`config.mk`:
```
export PLATFORM = sky130hd
export DESIGN_NAME = sd_cmd_phy
export DESIGN_NICKNAME = d
export VERILOG_FILES = /design/src/rtl/sd_cmd_phy.sv
export SDC_FILE = /design/constraint.sdc
export NUM_CORES = 1
export LEC_CHECK = 0
export ABC_CLOCK_PERIOD_IN_PS = 2600
export CAP_MARGIN = 20
export CORE_MARGIN = 1
export CORE_UTILIZATION = 54
export CTS_BUF_LIST = sky130_fd_sc_hd__clkbuf_8
export CTS_CLUSTER_DIAMETER = 60
export DETAILED_ROUTE_END_ITERATION = 7
export GPL_TIMING_DRIVEN = 1
export PLACE_DENSITY_LB_ADDON = 0.05
export SYNTH_ARGS = -nofsm -noshare
export SYNTH_HDL_FRONTEND = slang
export SYNTH_SLANG_ARGS = --single-unit
```
`constraint.sdc`:
```
create_clock -name iClock_host -period 2.6 [get_ports iClock_host]
set_input_delay 0.65 -clock iClock_host [delete_from_list [all_inputs] [get_ports iClock_host]]
set_output_delay 0.65 -clock iClock_host [all_outputs]
set_load 0.02 [all_outputs]
```
`src/rtl/sd_cmd_phy.sv`:
```
// SD card CMD-line PHY: serialises a 48-bit command frame with CRC7 and
// optionally collects a 48-bit response, handshaking with cmdcontrol.
module sd_cmd_phy #(
  parameter int RESP_TIMEOUT = 64,
  parameter bit RESP_EN      = 1'b1
) (
  input  logic        iClock_host,
  input  logic        iReset,
  input  logic        iStrobe_in,
  input  logic [37:0] iCmd_in,
  output logic        oAck_out,
  output logic        oStrobe_out,
  input  logic        iAck_in,
  input  logic        iIdle_in,
  output logic [37:0] oResponse,
  input  logic        iSd_cmd,
  output logic        oSd_cmd,
  output logic        oSd_cmd_oe,
  output logic        oCrc_error,
  output logic        oTimeout
);

  localparam int TW = $clog2(RESP_TIMEOUT + 1);
  localparam logic [TW-1:0] TMO_LAST = TW'(RESP_TIMEOUT - 1);

  typedef enum logic [2:0] {
    IDLE      = 3'd0,
    ACK       = 3'd1,
    SEND      = 3'd2,
    WAIT_RESP = 3'd3,
    RECV      = 3'd4,
    DELIVER   = 3'd5,
    DONE      = 3'd6
  } state_t;

  // CRC7, polynomial x^7 + x^3 + 1, MSB-first, zero init.
  function automatic logic [6:0] crc7_calc(input logic [39:0] d);
    logic [6:0] c;
    logic       fb;
    c = 7'd0;
    for (int i = 39; i >= 0; i--) begin
      fb = d[i] ^ c[6];
      c  = {c[5:0], 1'b0};
      if (fb) c = c ^ 7'h09;
    end
    return c;
  endfunction

  state_t          r_state, w_state;
  logic [37:0]     r_cmd, w_cmd;
  logic [47:0]     r_shift, w_shift;
  logic [46:0]     r_rx, w_rx;
  logic [5:0]      r_bit_cnt, w_bit_cnt;
  logic [TW-1:0]   r_tmr, w_tmr;
  logic            r_sd_cmd, w_sd_cmd;
  logic            r_oe, w_oe;
  logic            r_ack, w_ack;
  logic            r_strobe, w_strobe;
  logic [37:0]     r_resp, w_resp;
  logic            r_crc_err, w_crc_err;
  logic            r_tmo, w_tmo;

  logic [47:0]     w_frame;
  logic [47:0]     w_rx_full;
  logic            w_rx_crc_bad;

  assign w_frame      = {2'b01, r_cmd, crc7_calc({2'b01, r_cmd}), 1'b1};
  assign w_rx_full    = {r_rx, iSd_cmd};
  assign w_rx_crc_bad = (crc7_calc(w_rx_full[47:8]) != w_rx_full[7:1]);

  always_comb begin
    w_state   = r_state;
    w_cmd     = r_cmd;
    w_shift   = r_shift;
    w_rx      = r_rx;
    w_bit_cnt = r_bit_cnt;
    w_tmr     = r_tmr;
    w_sd_cmd  = r_sd_cmd;
    w_oe      = r_oe;
    w_ack     = r_ack;
    w_strobe  = r_strobe;
    w_resp    = r_resp;
    w_crc_err = r_crc_err;
    w_tmo     = r_tmo;
    // Abort outranks every other transition.
    if (iIdle_in && (r_state != IDLE)) begin
      w_state   = IDLE;
      w_oe      = 1'b0;
      w_sd_cmd  = 1'b1;
      w_ack     = 1'b0;
      w_strobe  = 1'b0;
      w_crc_err = 1'b0;
      w_tmo     = 1'b0;
      w_bit_cnt = 6'd0;
      w_tmr     = '0;
    end else begin
      case (r_state)
        IDLE: begin
          if (iStrobe_in) begin
            w_cmd   = iCmd_in;
            w_ack   = 1'b1;
            w_state = ACK;
          end else begin
            w_state = IDLE;
          end
        end
        ACK: begin
          if (!iStrobe_in) begin
            w_ack     = 1'b0;
            w_state   = SEND;
            w_sd_cmd  = w_frame[47];
            w_shift   = {w_frame[46:0], 1'b0};
            w_oe      = 1'b1;
            w_bit_cnt = 6'd0;
            w_crc_err = 1'b0;
            w_tmo     = 1'b0;
          end else begin
            w_state = ACK;
          end
        end
        SEND: begin
          if (r_bit_cnt == 6'd47) begin
            w_oe      = 1'b0;
            w_sd_cmd  = 1'b1;
            w_bit_cnt = 6'd0;
            w_tmr     = '0;
            if (RESP_EN) begin
              w_state = WAIT_RESP;
            end else begin
              w_state  = DELIVER;
              w_strobe = 1'b1;
              w_resp   = 38'd0;
            end
          end else begin
            w_sd_cmd  = r_shift[47];
            w_shift   = {r_shift[46:0], 1'b0};
            w_bit_cnt = r_bit_cnt + 6'd1;
          end
        end
        WAIT_RESP: begin
          if (!iSd_cmd) begin
            w_state   = RECV;
            w_rx      = 47'd0;
            w_bit_cnt = 6'd0;
          end else if (r_tmr == TMO_LAST) begin
            w_state  = DELIVER;
            w_strobe = 1'b1;
            w_tmo    = 1'b1;
            w_resp   = 38'd0;
          end else begin
            w_tmr = r_tmr + TW'(1);
          end
        end
        RECV: begin
          // The 47th sample (end bit) completes the frame; it is not checked.
          if (r_bit_cnt == 6'd46) begin
            w_state   = DELIVER;
            w_strobe  = 1'b1;
            w_resp    = w_rx_full[45:8];
            w_crc_err = w_rx_crc_bad;
          end else begin
            w_rx      = {r_rx[45:0], iSd_cmd};
            w_bit_cnt = r_bit_cnt + 6'd1;
          end
        end
        DELIVER: begin
          if (iAck_in) begin
            w_strobe = 1'b0;
            w_state  = DONE;
          end else begin
            w_state = DELIVER;
          end
        end
        DONE: begin
          if (!iAck_in) begin
            w_state = IDLE;
          end else begin
            w_state = DONE;
          end
        end
        default: begin
          w_state  = IDLE;
          w_oe     = 1'b0;
          w_sd_cmd = 1'b1;
          w_ack    = 1'b0;
          w_strobe = 1'b0;
        end
      endcase
    end
  end

  always_ff @(posedge iClock_host or negedge iReset) begin
    if (!iReset) begin
      r_state   <= IDLE;
      r_cmd     <= 38'd0;
      r_shift   <= 48'd0;
      r_rx      <= 47'd0;
      r_bit_cnt <= 6'd0;
      r_tmr     <= '0;
      r_sd_cmd  <= 1'b1;
      r_oe      <= 1'b0;
      r_ack     <= 1'b0;
      r_strobe  <= 1'b0;
      r_resp    <= 38'd0;
      r_crc_err <= 1'b0;
      r_tmo     <= 1'b0;
    end else begin
      r_state   <= w_state;
      r_cmd     <= w_cmd;
      r_shift   <= w_shift;
      r_rx      <= w_rx;
      r_bit_cnt <= w_bit_cnt;
      r_tmr     <= w_tmr;
      r_sd_cmd  <= w_sd_cmd;
      r_oe      <= w_oe;
      r_ack     <= w_ack;
      r_strobe  <= w_strobe;
      r_resp    <= w_resp;
      r_crc_err <= w_crc_err;
      r_tmo     <= w_tmo;
    end
  end

  assign oAck_out    = r_ack;
  assign oStrobe_out = r_strobe;
  assign oResponse   = r_resp;
  assign oSd_cmd     = r_sd_cmd;
  assign oSd_cmd_oe  = r_oe;
  assign oCrc_error  = r_crc_err;
  assign oTimeout    = r_tmo;

endmodule
```
=== After elaboration in Yosys (flattened, before gate mapping) ===
Cells that the tools add are included.

* Multipliers: 0
* Order comparisons: 0
* Reductions and logical operators: 25
* Div/mod/pow operators: 0
* Multiplexer cells: 131
* Add/sub/neg operators: 2
* Equal/unequal tests: 31
* Bitwise gates (word level): 153
* Shift operators: 0

{| class="wikitable"
|+ Operator list
! cell !! count
|-
| 4-bit 2-to-1 mux || 78
|-
| 2-bit NOT || 76
|-
| 38-bit 2-to-1 mux || 3
|-
| 48-bit 2-to-1 mux || 2
|-
| 48-bit one-hot mux with 2 select lines || 1
|-
| 47-bit 2-to-1 mux || 2
|-
| 47-bit one-hot mux with 2 select lines || 1
|-
| 38-bit one-hot mux with 2 select lines || 1
|-
| 1-bit XOR || 70
|-
| 6-bit 2-to-1 mux || 5
|-
| 3-bit != test (second input constant) || 10
|-
| 7-bit 2-to-1 mux || 4
|-
| 6-bit one-hot mux with 4 select lines || 1
|-
| 3-bit one-hot mux with 7 select lines || 1
|-
| 4-bit AND reduction || 5
|-
| 3-bit 2-to-1 mux || 6
|-
| 1-bit 2-to-1 mux || 17
|-
| 3-bit AND reduction || 5
|-
| 2-bit != test (second input constant) || 7
|-
| 7-bit one-hot mux with 2 select lines || 1
|-
| 6-bit == test (second input constant) || 2
|-
| 3-bit nonzero test || 4
|-
| 5-bit AND reduction || 2
|-
| 5-bit OR reduction || 2
|-
| 21 further kinds || 36
|}

* Bits of input ports: 44
* Bits in read-only memories: 0
* Logic and storage cells: 355
* Bits in registers: 193
* RAM bits: 0
* Latch bits: 0
* Output and inout port bits: 44
* Memories kept: 0

=== Depth between registers and ports, before layout ===
* Word-level depth: 83
* Mapped depth: 12
* Depth with buffers taken out: 9

=== Least setup slack after synthesis ===
No wires, ideal clock.

* Path kind: register to register
* Start point: reg r_rx[37]
* End point: reg r_crc_err (netlist: oCrc_error)
* Stages on the path, launching flop included: 9
* Setup slack: 41 ps
* Library setup time: 124 ps
* Arrival time: 2435 ps
* Buffers on the path: 0
* Data required time: 2476 ps
* Cell sequence: dfrtp_1 -> xnor3_1 -> xor2_1 -> xnor3_1 -> xor2_1 -> xnor2_1 -> and3_1 -> o221ai_1 -> o31a_1

* Cells in the longest elaborated chain, start to end: 32
* Elaborated cells between the ends (all ways): 76

{| class="wikitable"
|+ RTL lines
! what !! line !! source
|-
| from (decl) || 52 || <nowiki>logic [46:0] r_rx, w_rx;</nowiki>
|-
| from (signal assigned) || 211 || <nowiki>r_rx <= w_rx;</nowiki>
|-
| 1-bit XOR * || 42 || <nowiki>fb = d[i] ^ c[6];</nowiki>
|-
| 4-bit 2-to-1 mux * || 44 || <nowiki>if (fb) c = c ^ 7'h09;</nowiki>
|-
| 4-bit 2-to-1 mux (2 in series) || 44 ||
|-
| 2-bit NOT (no source line) || - ||
|-
| 4-bit 2-to-1 mux || 44 ||
|-
| 1-bit XOR || 42 ||
|-
| 4-bit 2-to-1 mux (3 in series) || 44 ||
|-
| 2-bit NOT (no source line) || - ||
|-
| [11 not listed] || - ||
|-
| 2-bit NOT (no source line) || - ||
|-
| 4-bit 2-to-1 mux || 44 ||
|-
| 1-bit XOR || 42 ||
|-
| 4-bit 2-to-1 mux (3 in series) || 44 ||
|-
| 7-bit != test * || 69 || <nowiki>assign w_rx_crc_bad = (crc7_calc(w_rx_full[47:8]) != w_rx_full[7:1]);</nowiki>
|-
| 1-bit 2-to-1 mux * || 156 || <nowiki>if (r_bit_cnt == 6'd46) begin</nowiki>
|-
| 1-bit one-hot mux with 2 select lines * || 97 || <nowiki>case (r_state)</nowiki>
|-
| 1-bit 2-to-1 mux * || 86 || <nowiki>if (iIdle_in && (r_state != IDLE)) begin</nowiki>
|-
| to (signal assigned) || 219 || <nowiki>r_crc_err <= w_crc_err;</nowiki>
|-
| to (decl) || 60 || <nowiki>logic r_crc_err, w_crc_err;</nowiki>
|}

Every way passes the cells marked *; elsewhere a longest branch is shown, timed or not. The select of a mux whose other input is x is not followed.
A chain may end at the register's enable or synchronous reset.

=== Final worst setup path ===
* Start point: reg r_rx[40]
* End point: reg r_crc_err (netlist: oCrc_error)

* Cells in the longest elaborated chain, start to end: 34
* Elaborated cells between the ends (all ways): 85

{| class="wikitable"
|+ RTL lines
! what !! line
|-
| 1-bit XOR * || 42
|-
| 4-bit 2-to-1 mux * || 44
|-
| 4-bit 2-to-1 mux (2 in series) || 44
|-
| 2-bit NOT (no source line) || -
|-
| 4-bit 2-to-1 mux || 44
|-
| 1-bit XOR || 42
|-
| 4-bit 2-to-1 mux (3 in series) || 44
|-
| 2-bit NOT (no source line) || -
|-
| [13 not listed] || -
|-
| 1-bit XOR || 42
|-
| 4-bit 2-to-1 mux (3 in series) || 44
|-
| 2-bit NOT (no source line) || -
|-
| 4-bit 2-to-1 mux || 44
|-
| 7-bit != test * || 69
|-
| 1-bit 2-to-1 mux * || 156
|-
| 1-bit one-hot mux with 2 select lines * || 97
|-
| 1-bit 2-to-1 mux * || 86
|}

Marked as above.

==> results by group <==
Worst setup path
  – Crit path kind: register to register
  – Arrival time at the worst endpoint: around 3000 ps
  – R2r endpoint: oCrc_error
  – R2r setup slk: -50 ps
  – Reg2Reg Launch Point: r_rx[40]
  – Worst r2r path cells: 8
  – CP Launch Point: r_rx[40]
  – Worst Setup End Kind: register
  – CP Launch Type: register
  – Crit path capture: oCrc_error
  – CP required: a little under 3000 ps
  – Largest fanout on the critical path: 4

Place
  – Dpl hpwl: 15.0 mm
  – PortBufs: between 80 and 90
  – Routability cong.: around 0.88
  – Dpl cells: approximately 1200

Clocking
  – Sink Count: 192
  – Clock edge transition at the registers on the reported setup and hold paths: around 100 ps
  – H-tree depth: 4
  – CTS Buf Count: 17
  – Clk buf depth: 2
  – Clk root buf: clkbuf_8
  – CTS tree: built
  – Cts hold-fix bufs: 0
  – Skew-Pair Late Insertion Delay: between 400 and 500 ps

Floorplan
  – # IOs: between 80 and 90
  – Initial Util: 55.3%
  – Row count: 48
  – Die Span X: 135 um
  – Core ar.: 0.0173 mm2
  – Die Ht: between 100 and 150 um
  – Full die area: about 0.018 mm2

Global routing
  – First-pass GRT wire length: approximately 34 mm
  – GRT Resource Usage Total: 23.9%
  – Vias in the first global route: approximately 7000
  – Largest net degree at the start of global routing: 94
  – Initial antenna violation count: 0
  – Grt ovf: 0

Route
  – Final WL: just over 20 mm
  – Wire per inst: 16.4 um
  – Post-DRT Antenna Nets: 0
  – Vias per cell: 5.39
  – Starting DRT DRC Count: 366
  – Drt drc: 0
  – Via Count: 6835
  – DR pass1 iterations: 5

Timing
  – RSZ-0062 raised after global routing: yes
  – Max_slew headroom: 59.0%
  – Worst-Margin Slew: about 600 ps
  – F_max: ~380 MHz
  – Final WS setup: -51.5 ps
  – Final hold slack: around 130 ps
  – Final hold vios: 0
  – Final Setup Violations: 1
  – Period utilization: 102%
  – Final Max Slew Viols: 0
  – Worst Skew: 12.9 ps
  – Crit path time final: roughly 2700 ps

Synth
  – Mapped Area: roughly 0.0096 mm2
  – Syn nets: 961
  – Share of the synthesized area in the top cell type: ~50%
  – Cell variety after synth: 50
  – Synth area leader: dfrtp_1
  – Seq/Total Area, Yosys: around half
  – Yosys reg bits: about 190
  – Ys Warns: 0
  – Synth area leaders: dfrtp_1 (50%), o21ai_0 (7.5%), xnor2_1 (7.1%)
  – EDFF count, synth: 0
  – Primary FF master, synth: dfrtp_1
  – Avg Inst Size Synth: around 10 um2
  – Cells after synthesis: approximately 910
  – Post-synth ARST share: 100%

Status
  – Failing checks: negative setup slack
  – Status: finished, violations left

Final layout
  – Diode count: 0
  – Layout cells sized above 1: between 15 and 20%
  – Most frequent cells in the layout: dfrtp_1 (189), nand2_1 (179), o21ai_0 (143)
  – Nets: ~1100
  – Area grow syn2layout: 21.6%
  – Commonest non-fill, non-tap cell in the layout: dfrtp_1
  – Final non-filler cell total: 1267

Hold path
  – Worst hold path class: primary input to async pin

Job
  – Max_cap viols: 0
[cell usage after synthesis, drive strengths merged, types with 9 or more instances]
master    n
nor2     17
dfrtp   191
nor3      9
xnor2    84
xnor3    17
mux2i    42
a22o      9
nand2   179
mux2     38
xor2     34
clkbuf   48
nand3     9
o21ai   147
a21oi    16
[per-stage QoR]
| stage | setup TNS [ps] | utilization [%] | cell area (um2) | setup slack [ps] |
|---|---|---|---|---|
| 5_1_grt | -137 | 67.3 | 11600 | -134 |
| 3_5_place_dp | -119 | 64.2 | 11100 | -55.0 |
| 3_3_place_gp | 0 | 64.2 | 11100 | 12.4 |
| 6_report | -51.5 | 67.3 | 11600 | -51.5 |
| 2_1_floorplan | 0 | - | 9570 | 41.0 |
| 4_1_cts | 0 | 66.7 | 11500 | 9.76 |
[flip-flops by register name, indices dropped and copies added, names as in the netlist, 3 cells and up]
name and flops:
r_rx 47, r_shift 47, oResponse 38, r_cmd 38
r_tmr 7, r_bit_cnt 6, r_state 3
[per-layer routing]
metal / global-route usage, % / vias up / part of all wire (%)
met3: 4.23 / 17 / 3.5
li1: - / 3348 / -
met4: 4.81 / 0 / 0.96
met5: 0 / - / 0
met1: 31.8 / 3332 / 45
met2: 41.0 / 138 / 50
[cells by family after synthesis]
group	after synthesis	synth area share, %
AND/OR/NAND/NOR	242	10.6
AO/OA/AOI/OAI	202	11.7
flip-flops	192	50.2
XOR/XNOR	137	16.0
multiplexers	80	8.86
buffers and inverters	58	2.29
adder cells (fa/ha/maj)	3	0.392
[layout make-up]
type,instances,area [um2]
fillers,1368,5660
multi-input cells,664,4680
clock buffers,17,234
inverters,5,18.8
well taps,225,282
repair buffers,149,1440
flip-flops and latches,192,4810
clock inverters,15,176
[what timing repair did]
item	in CTS	in global routing
pin swaps	1	5
gates resized for setup	3	15
setup endpoints to repair	2	8
buffers inserted	0	3
[worst min path at each step]
stage               slack, ps            end  cells after the start     startpoint
floorplan                 350       oAck_out                      0         iReset
global placement          460   r_bit_cnt[5]                      1   r_bit_cnt[5]
finish                    130   r_bit_cnt[4]                      1         iReset
global route              130   r_bit_cnt[5]                      1         iReset
detailed placement        470  oResponse[23]                      2  oResponse[23]
CTS                       140     r_state[1]                      1         iReset
[worst max-delay path: stages, from the launching register on]
cell and delay [ps]:
dfrtp_2 460, xnor3_1 430, xor2_1 200, xnor3_2 420, buf_4 170, xor2_1 270, nand4_1 130, and3_1 200
o31a_1 270
Power is not shown: default switching activity piles up to over one toggle a cycle in this logic, so the estimate is an artifact.
==> variant (same settings) <==
Change the parameter `RESP_TIMEOUT` from 64 to 128.
--- a/src/rtl/sd_cmd_phy.sv
+++ b/src/rtl/sd_cmd_phy.sv
@@ -1,7 +1,7 @@
 // SD card CMD-line PHY: serialises a 48-bit command frame with CRC7 and
 // optionally collects a 48-bit response, handshaking with cmdcontrol.
 module sd_cmd_phy #(
-  parameter int RESP_TIMEOUT = 64,
+  parameter int RESP_TIMEOUT = 128,
   parameter bit RESP_EN      = 1'b1
 ) (
   input  logic        iClock_host,
Function: same outputs for any inputs over 4 cycles, from zero or initial values and one cycle with iReset low; that may be too few to reach the edited logic, so the function may still have changed.
==> variant against the original RTL <==
Final area fell by 0.54%. Area after synthesis fell by 0.47%. Fmax increased by 4.5%. Routed wire length increased by 4.8%. Setup slack gained 0.12 ns. Worst hold slack lost 0.028 ns. Sequential cell count up 1. Largest cell class unchanged.
Power is left out: the tool's default activity adds up to more than one toggle a clock period on the data nets, which glitch-free logic cannot reach.
==> variant: results (changes against the original RTL) <==
top cells by area, synth=dfrtp_1 (50%), xnor2_1 (6.8%), xnor3_1 (6.4%); setup bufs post-CTS=1 (+1); Register Area=4835 sq um (+0.55%); Worst Skew=0.01480 ns (+0.001918 ns); Post-Place Cells=1,199 (-2.7%); worst reg2reg endpoint=r_shift[7]$_DFFE_PN0P_; Global Route Usage Sum=25.57% (+1.7 points); pre-CTS setup slack=-0.03470 ns (+0.02032 ns); largest net degree at the start of global routing=67 (-29%); number of global-route vias before repair=7,160 (+4.4%); Nets=1,044 (-3.0%); syn_nets=931 (-3.1%); hpwl dp=15,160 um (+1.2%); worst r2r src=r_cmd[37]$_DFFE_PN0P_; Filler cells=1,266 (-7.5%); Worst Path Arrival=2.91 ns (-0.09 ns); sequential cell area fraction in the yosys report=50.71% (+0.50 points); CTS buffer count=17 (unchanged); layout cells sized above 1=16.04% (+0.20 points); Worst Reg2Reg Path Length in Cells=7 (-1); final hold slack=0.1030 ns (-0.02763 ns); RePlAce Congestion=0.8705 (-1.2%); reg-to-reg slack, setup=0.06 ns (+0.12 ns); Gate Count Post-Synth=884 (-3.3%); Worst Hold Class=input pin to async pin; Routed WL=21,770 um (+4.8%); Critical Path Max Stage Delay=0.51 ns (+0.05 ns); Port-buffer cells=87 (unchanged); placed inst area=11,010 sq um (-0.79%); status=finished clean; number of DRC markers in iteration 0=502 (+37%); Avg Vias per Cell=5.674 (+5.2%); synth cell count leaders=dfrtp_1 (192), nand2_1 (103), nor2_1 (96); total number of vias=7,007 (+2.5%); Synthesis Warnings=0 (unchanged); first-pass GRT wire length=36,170 um (+5.9%); CP Capture Point=r_shift[7]$_DFFE_PN0P_; clk_lat worst skew=0.48 ns (+0.02 ns); Netlist cell types=48 (-4.0%); slowest library cell on the worst path=xnor3_2; worst-margin pin slew=0.5929 ns (-0.02145 ns)
[variant: cell type report]
| class | instances | share of cell area [%] |
|---|---|---|
| flip-flops and latches | 193 | 41.77 |
| multi-input cells | 630 | 39.79 |
| repair buffers | 144 | 12.12 |
| well taps | 225 | 2.432 |
| clock buffers | 18 | 2.140 |
| clock inverters | 14 | 1.394 |
| inverters | 11 | 0.3567 |
[variant: logic make-up after synthesis]
family                   synth area share [%]
buffers and inverters                   2.403
adder cells (fa/ha/maj)                0.3941
flip-flops                              50.71
XOR/XNOR                                16.13
multiplexers                            4.794
AO/OA/AOI/OAI                           14.41
AND/OR/NAND/NOR                         11.16
[variant: per-layer routing]
metal,vias to the layer above,wire (um),global-route usage (%)
met5,-,0,0
met4,0,463,8.864
met3,34,735,3.604
met2,193,10940,42.93
met1,3462,9628,34.16
li1,3318,-,-
